--- config.mk ---
export PLATFORM = sky130hd
export DESIGN_NAME = shift_add_mult_sched
export DESIGN_NICKNAME = d
export VERILOG_FILES = /design/src/rtl/shift_add_mult_sched.sv
export SDC_FILE = /design/constraint.sdc
export NUM_CORES = 1
export LEC_CHECK = 0
export ABC_AREA = 1
export CORE_MARGIN = 5
export CORE_UTILIZATION = 31
export DETAILED_ROUTE_END_ITERATION = 10
export PLACE_DENSITY = 0.59
export SYNTH_ARGS = -nofsm -noshare
export SYNTH_HDL_FRONTEND = slang
export SYNTH_SLANG_ARGS = --single-unit
--- constraint.sdc ---
create_clock -name clk -period 2.95 [get_ports clk]
set_clock_uncertainty 0.1 [all_clocks]
set_input_delay 0.7375 -clock clk [delete_from_list [all_inputs] [get_ports clk]]
set_output_delay 0.7375 -clock clk [all_outputs]
set_load 0.01 [all_outputs]
--- src/rtl/shift_add_mult_sched.sv ---
// rtl/shift_add_mult_sched.sv - shared shift-and-add multiplier behind a round-robin requester scheduler
module shift_add_mult_sched #(
    parameter int WIDTH = 8,
    parameter int NREQ  = 4,
    localparam int IDW  = $clog2(NREQ)
) (
    input  logic                    clk,
    input  logic                    rst,
    input  logic [NREQ-1:0]         req_valid,
    input  logic [NREQ*WIDTH-1:0]   req_a,
    input  logic [NREQ*WIDTH-1:0]   req_b,
    output logic [NREQ-1:0]         req_ready,
    output logic                    rsp_valid,
    output logic [IDW-1:0]          rsp_id,
    output logic [2*WIDTH-1:0]      rsp_product,
    input  logic                    rsp_ready,
    output logic                    busy
);

    localparam int CW = $clog2(WIDTH + 1);

    typedef enum logic [1:0] {S_IDLE, S_RUN, S_DONE} state_t;

    state_t           r_state;
    state_t           w_next;
    logic [WIDTH-1:0] r_m;
    logic [WIDTH-1:0] r_a;
    logic [WIDTH-1:0] r_q;
    logic [CW-1:0]    r_cnt;
    logic [IDW-1:0]   r_id;
    logic [IDW-1:0]   r_rr_ptr;
    logic [IDW-1:0]   w_grant;
    logic             w_found;
    logic [WIDTH:0]   w_sum;

    // Scan from rr_ptr upward, wrapping mod NREQ; first valid requester wins.
    always_comb begin
        logic [IDW:0] w_idx;
        w_found = 1'b0;
        w_grant = '0;
        w_idx   = '0;
        for (int k = 0; k < NREQ; k++) begin
            w_idx = {1'b0, r_rr_ptr} + (IDW+1)'(k);
            if (w_idx >= (IDW+1)'(NREQ)) begin
                w_idx = w_idx - (IDW+1)'(NREQ);
            end
            if (!w_found && req_valid[w_idx[IDW-1:0]]) begin
                w_found = 1'b1;
                w_grant = w_idx[IDW-1:0];
            end
        end
    end

    always_comb begin
        req_ready = '0;
        if (!rst && r_state == S_IDLE && w_found) begin
            req_ready[w_grant] = 1'b1;
        end
    end

    always_ff @(posedge clk or posedge rst) begin
        if (rst) begin
            r_state <= S_IDLE;
        end else begin
            r_state <= w_next;
        end
    end

    always_comb begin
        w_next = r_state;
        case (r_state)
            S_IDLE:  if (w_found) w_next = S_RUN;
            S_RUN:   if (r_cnt == CW'(1)) w_next = S_DONE;
            S_DONE:  if (rsp_ready) w_next = S_IDLE;
            default: w_next = S_IDLE;
        endcase
    end

    // The extra bit keeps the carry, which shifts into A's MSB.
    assign w_sum = {1'b0, r_a} + (r_q[0] ? {1'b0, r_m} : {(WIDTH+1){1'b0}});

    always_ff @(posedge clk or posedge rst) begin
        if (rst) begin
            r_m      <= '0;
            r_a      <= '0;
            r_q      <= '0;
            r_cnt    <= '0;
            r_id     <= '0;
            r_rr_ptr <= '0;
        end else begin
            case (r_state)
                S_IDLE: begin
                    if (w_found) begin
                        r_m   <= req_a[w_grant*WIDTH +: WIDTH];
                        r_q   <= req_b[w_grant*WIDTH +: WIDTH];
                        r_a   <= '0;
                        r_cnt <= CW'(WIDTH);
                        r_id  <= w_grant;
                    end
                end
                S_RUN: begin
                    {r_a, r_q} <= {w_sum, r_q[WIDTH-1:1]};
                    r_cnt      <= r_cnt - 1'b1;
                end
                S_DONE: begin
                    if (rsp_ready) begin
                        r_rr_ptr <= (r_id == IDW'(NREQ - 1)) ? '0 : r_id + 1'b1;
                    end
                end
                default: ;
            endcase
        end
    end

    assign rsp_valid   = (r_state == S_DONE);
    assign rsp_id      = rsp_valid ? r_id : '0;
    assign rsp_product = rsp_valid ? {r_a, r_q} : '0;
    assign busy        = (r_state != S_IDLE);

endmodule
==> metrics, run 1 <==
run status=complete, no violations; crit share post-route=98.30%; final-stage net count=654; hold buffers post-CTS=0; top post-synthesis cells by count=nand2_1 (210), inv_1 (52), nand3_1 (40), dfrtp_1 (34), nor2_1 (27); HPWL Detailed=about 6500 um; area leader, netlist=dfrtp_1; Async SR Flop Fraction=100.0%; Root Driver=clkbuf_8; initial antenna violation count=0; TritonCTS clock tree=yes; CP Capture Type=output pin; Antenna Cells=0; ANT nets after route=0; multi-input gate area in the final layout=1824 um^2; total nets after synthesis=~550; H-tree Lvls=2; via count=3183; die width=~110 um; FF/Latch Area=approximately 850 um^2; count leader, synth=nand2_1; share of post-route cells with drive strength above 1=16.08%; worst-skew pair later-pin latency=290 ps; dpl cells=~670; Seq/Total Area, Yosys=29.39%; Num CTS Buffers=5; Final Hold Fails=0; Core Area=9153 um^2; vias per cell=between 4 and 5; Final Power=about 4.4 mW; routed len/inst=12.49 um; setup TNS=0 ps; ranking of synthesized cells by area=dfrtp_1 (29%), nand2_1 (27%), nand3_1 (6.9%); Yosys reg bits=34; Post-Route WL=8528 um; CP Data Arrival Time=2060 ps; EDFF count, synth=0; R2R cell count=14; DR iter-0 viols=121; Post-synth top flop=dfrtp_1; area of the mapped netlist=around 2900 um^2; Starting Density=a little under a third; yosys warns=0; total iterations of the first detailed-routing run=4; Avg Inst Size Synth=6.226 um^2; clk sinks=34; post-route core utilization=46.27%; die area=11370 um^2; kind of critical path=flop to output pin; worst relative slew slack=approximately three fifths; Final Critical Period=2900 ps; Max Freq=344.9 MHz; global placement routability congestion=0.8644; vias in the first global route=between 3000 and 4000; crit path launch type=flop; P per Cell Area=a little over 1000 nW/um^2; drt drc=0; CP max FO=8; Leak Pwr=2.235 nW; Max rail drop VDD=543.5 uV; worst path required time=~2100 ps; share of the synthesized area in the top cell type=between 20 and 30%; Worst-Margin Slew=just under 600 ps; GRT Total Usage=15.09%; FILL cells=roughly 940; # IOs=95; row cnt=35; non-filler cells, final=683; Post-Syn Instances=about 470; deepest clock path buffer count=2; max-cap violations=0; gr ovfl total=0; global-route wire length before repair=14280 um; largest net degree at the start of global routing=35; die height=~110 um; final setup fails=0; Min-Delay Path Class=flop to flop; Area growth syn-to-layout=46.28%; # port buffers=94; Unique masters post-synth=33; RSZ-0062 raised after global routing=true; clk slew on worst S/H paths=80 ps; hold path depth=1; Slew Viols, Final=0
==> worst max-delay path: stages, from the launching register on <==
cell and delay [ps]:
dfrtp_2 450, buf_8 160, nand2_4 60, nand2_4 80
o21ai_2 160, buf_4 140, nand3_4 100, nand3_4 110
nand2_4 80, buf_12 130, nor3_2 130, buf_2 160
==> layout make-up <==
class / instances / share of cell area [%]
inverters: 57 / 5.288
clock buffers: 6 / 1.950
repair buffers: 118 / 26.00
clock inverters: 2 / 0.2954
flip-flops and latches: 34 / 20.12
multi-input cells: 355 / 43.07
well taps: 111 / 3.279
==> sequential cells by signal (all words and copies together) (netlist names) <==
name	cells
r_cnt	4
r_a	8
r_m	8
r_rr_ptr	2
r_state	2
r_q	8
r_id	2
==> metrics by stage <==
stage | hold WS, ps | setup WS (ps) | instance area (um^2)
final | 380.1 | 50.24 | 4235
after global routing | 423.6 | -74.69 | 4235
after CTS | 384.9 | -27.46 | 4116
after detailed placement | 367.9 | -685.3 | 3969
after global placement | 362.6 | -626.8 | 3969
after floorplan | 345.6 | 27.58 | 2895
==> routing by layer <==
| metal | vias to the layer above | track usage, % | wire length [um] |
|---|---|---|---|
| met5 | - | 0 | 0 |
| met4 | 0 | 4.475 | 142 |
| met3 | 11 | 3.552 | 539 |
| met2 | 81 | 24.46 | 3954 |
| met1 | 1433 | 20.01 | 3892 |
| li1 | 1658 | - | - |
==> placed cells by master, fill, tap and decap left out, types with 4 or more instances in the layout <==
| cell | Yosys | routed |
|---|---|---|
| dfrtp_1 | 34 | 33 |
| o21ai_1 | 5 | 5 |
| nand2_1 | 210 | 197 |
| clkbuf_8 | 0 | 6 |
| nand2_2 | 10 | 17 |
| a21oi_1 | 9 | 9 |
| o22ai_1 | 13 | 13 |
| buf_2 | 8 | 4 |
| nor3_2 | 2 | 4 |
| o21ai_0 | 6 | 6 |
| ha_1 | 11 | 11 |
| buf_4 | 2 | 22 |
| nor2_1 | 27 | 26 |
| inv_2 | 4 | 7 |
| nand3_1 | 40 | 37 |
| nand3_4 | 1 | 4 |
| clkdlybuf4s50_1 | 0 | 86 |
| inv_1 | 52 | 46 |
| clkbuf_2 | 0 | 4 |
| nand2_4 | 3 | 9 |
==> logic make-up after synthesis <==
| logic type | Yosys count | share of synthesized area, % |
|---|---|---|
| compound gates | 37 | 7.304 |
| xor+xnor | 2 | 0.6051 |
| fa+ha+maj | 12 | 5.445 |
| buf+inv | 76 | 12.01 |
| flops | 34 | 29.39 |
| simple gates | 304 | 45.25 |
==> report_power, final <==
| part | switching [mW] | internal (mW) |
|---|---|---|
| clock | 0.176 | 0.188 |
| combinational | 1.93 | 1.24 |
| sequential | 0.149 | 0.689 |
| total | 2.25 | 2.12 |
==> final timing paths <==
| path | to | slack (ps) | startpoint |
|---|---|---|---|
| worst min-delay path | r_cnt[3]$_DFFE_PP0P_ | 380 | r_cnt[3]$_DFFE_PP0P_ |
| min in group asynchronous | r_a[1]$_DFFE_PP0P_ | 870 | rst |
| worst min register to register | r_cnt[3]$_DFFE_PP0P_ | 380 | r_cnt[3]$_DFFE_PP0P_ |
| worst max register to register | r_a[7]$_DFFE_PP0P_ | 620 | r_q[0]$_DFFE_PP0P_ |
| max in group asynchronous | r_rr_ptr[0]$_DFFE_PP0P_ | 1540 | rst |
| worst max-delay path | req_ready[3] | 50 | r_rr_ptr[0]$_DFFE_PP0P_ |
==> repair_timing <==
action | 4_1_cts | 5_1_grt
buffers inserted | 4 | 3
gates resized for setup | 37 | 36
pin swaps | 10 | 20
setup endpoints to repair | 4 | 5
gates cloned | 0 | 0
(Power assumes the default switching activity.)
==> run 2, diff against run 1 <==
Settings changed: CTS_CLUSTER_DIAMETER set to 100.
==> results of run 2 <==
The final DEF is identical to that of run 1; final timing and power are the same.
==> run 3, diff against run 2 <==
Settings changed: CAP_MARGIN set to 20.
==> results of run 3 <==
The final DEF is identical to that of run 1; final timing and power are the same.
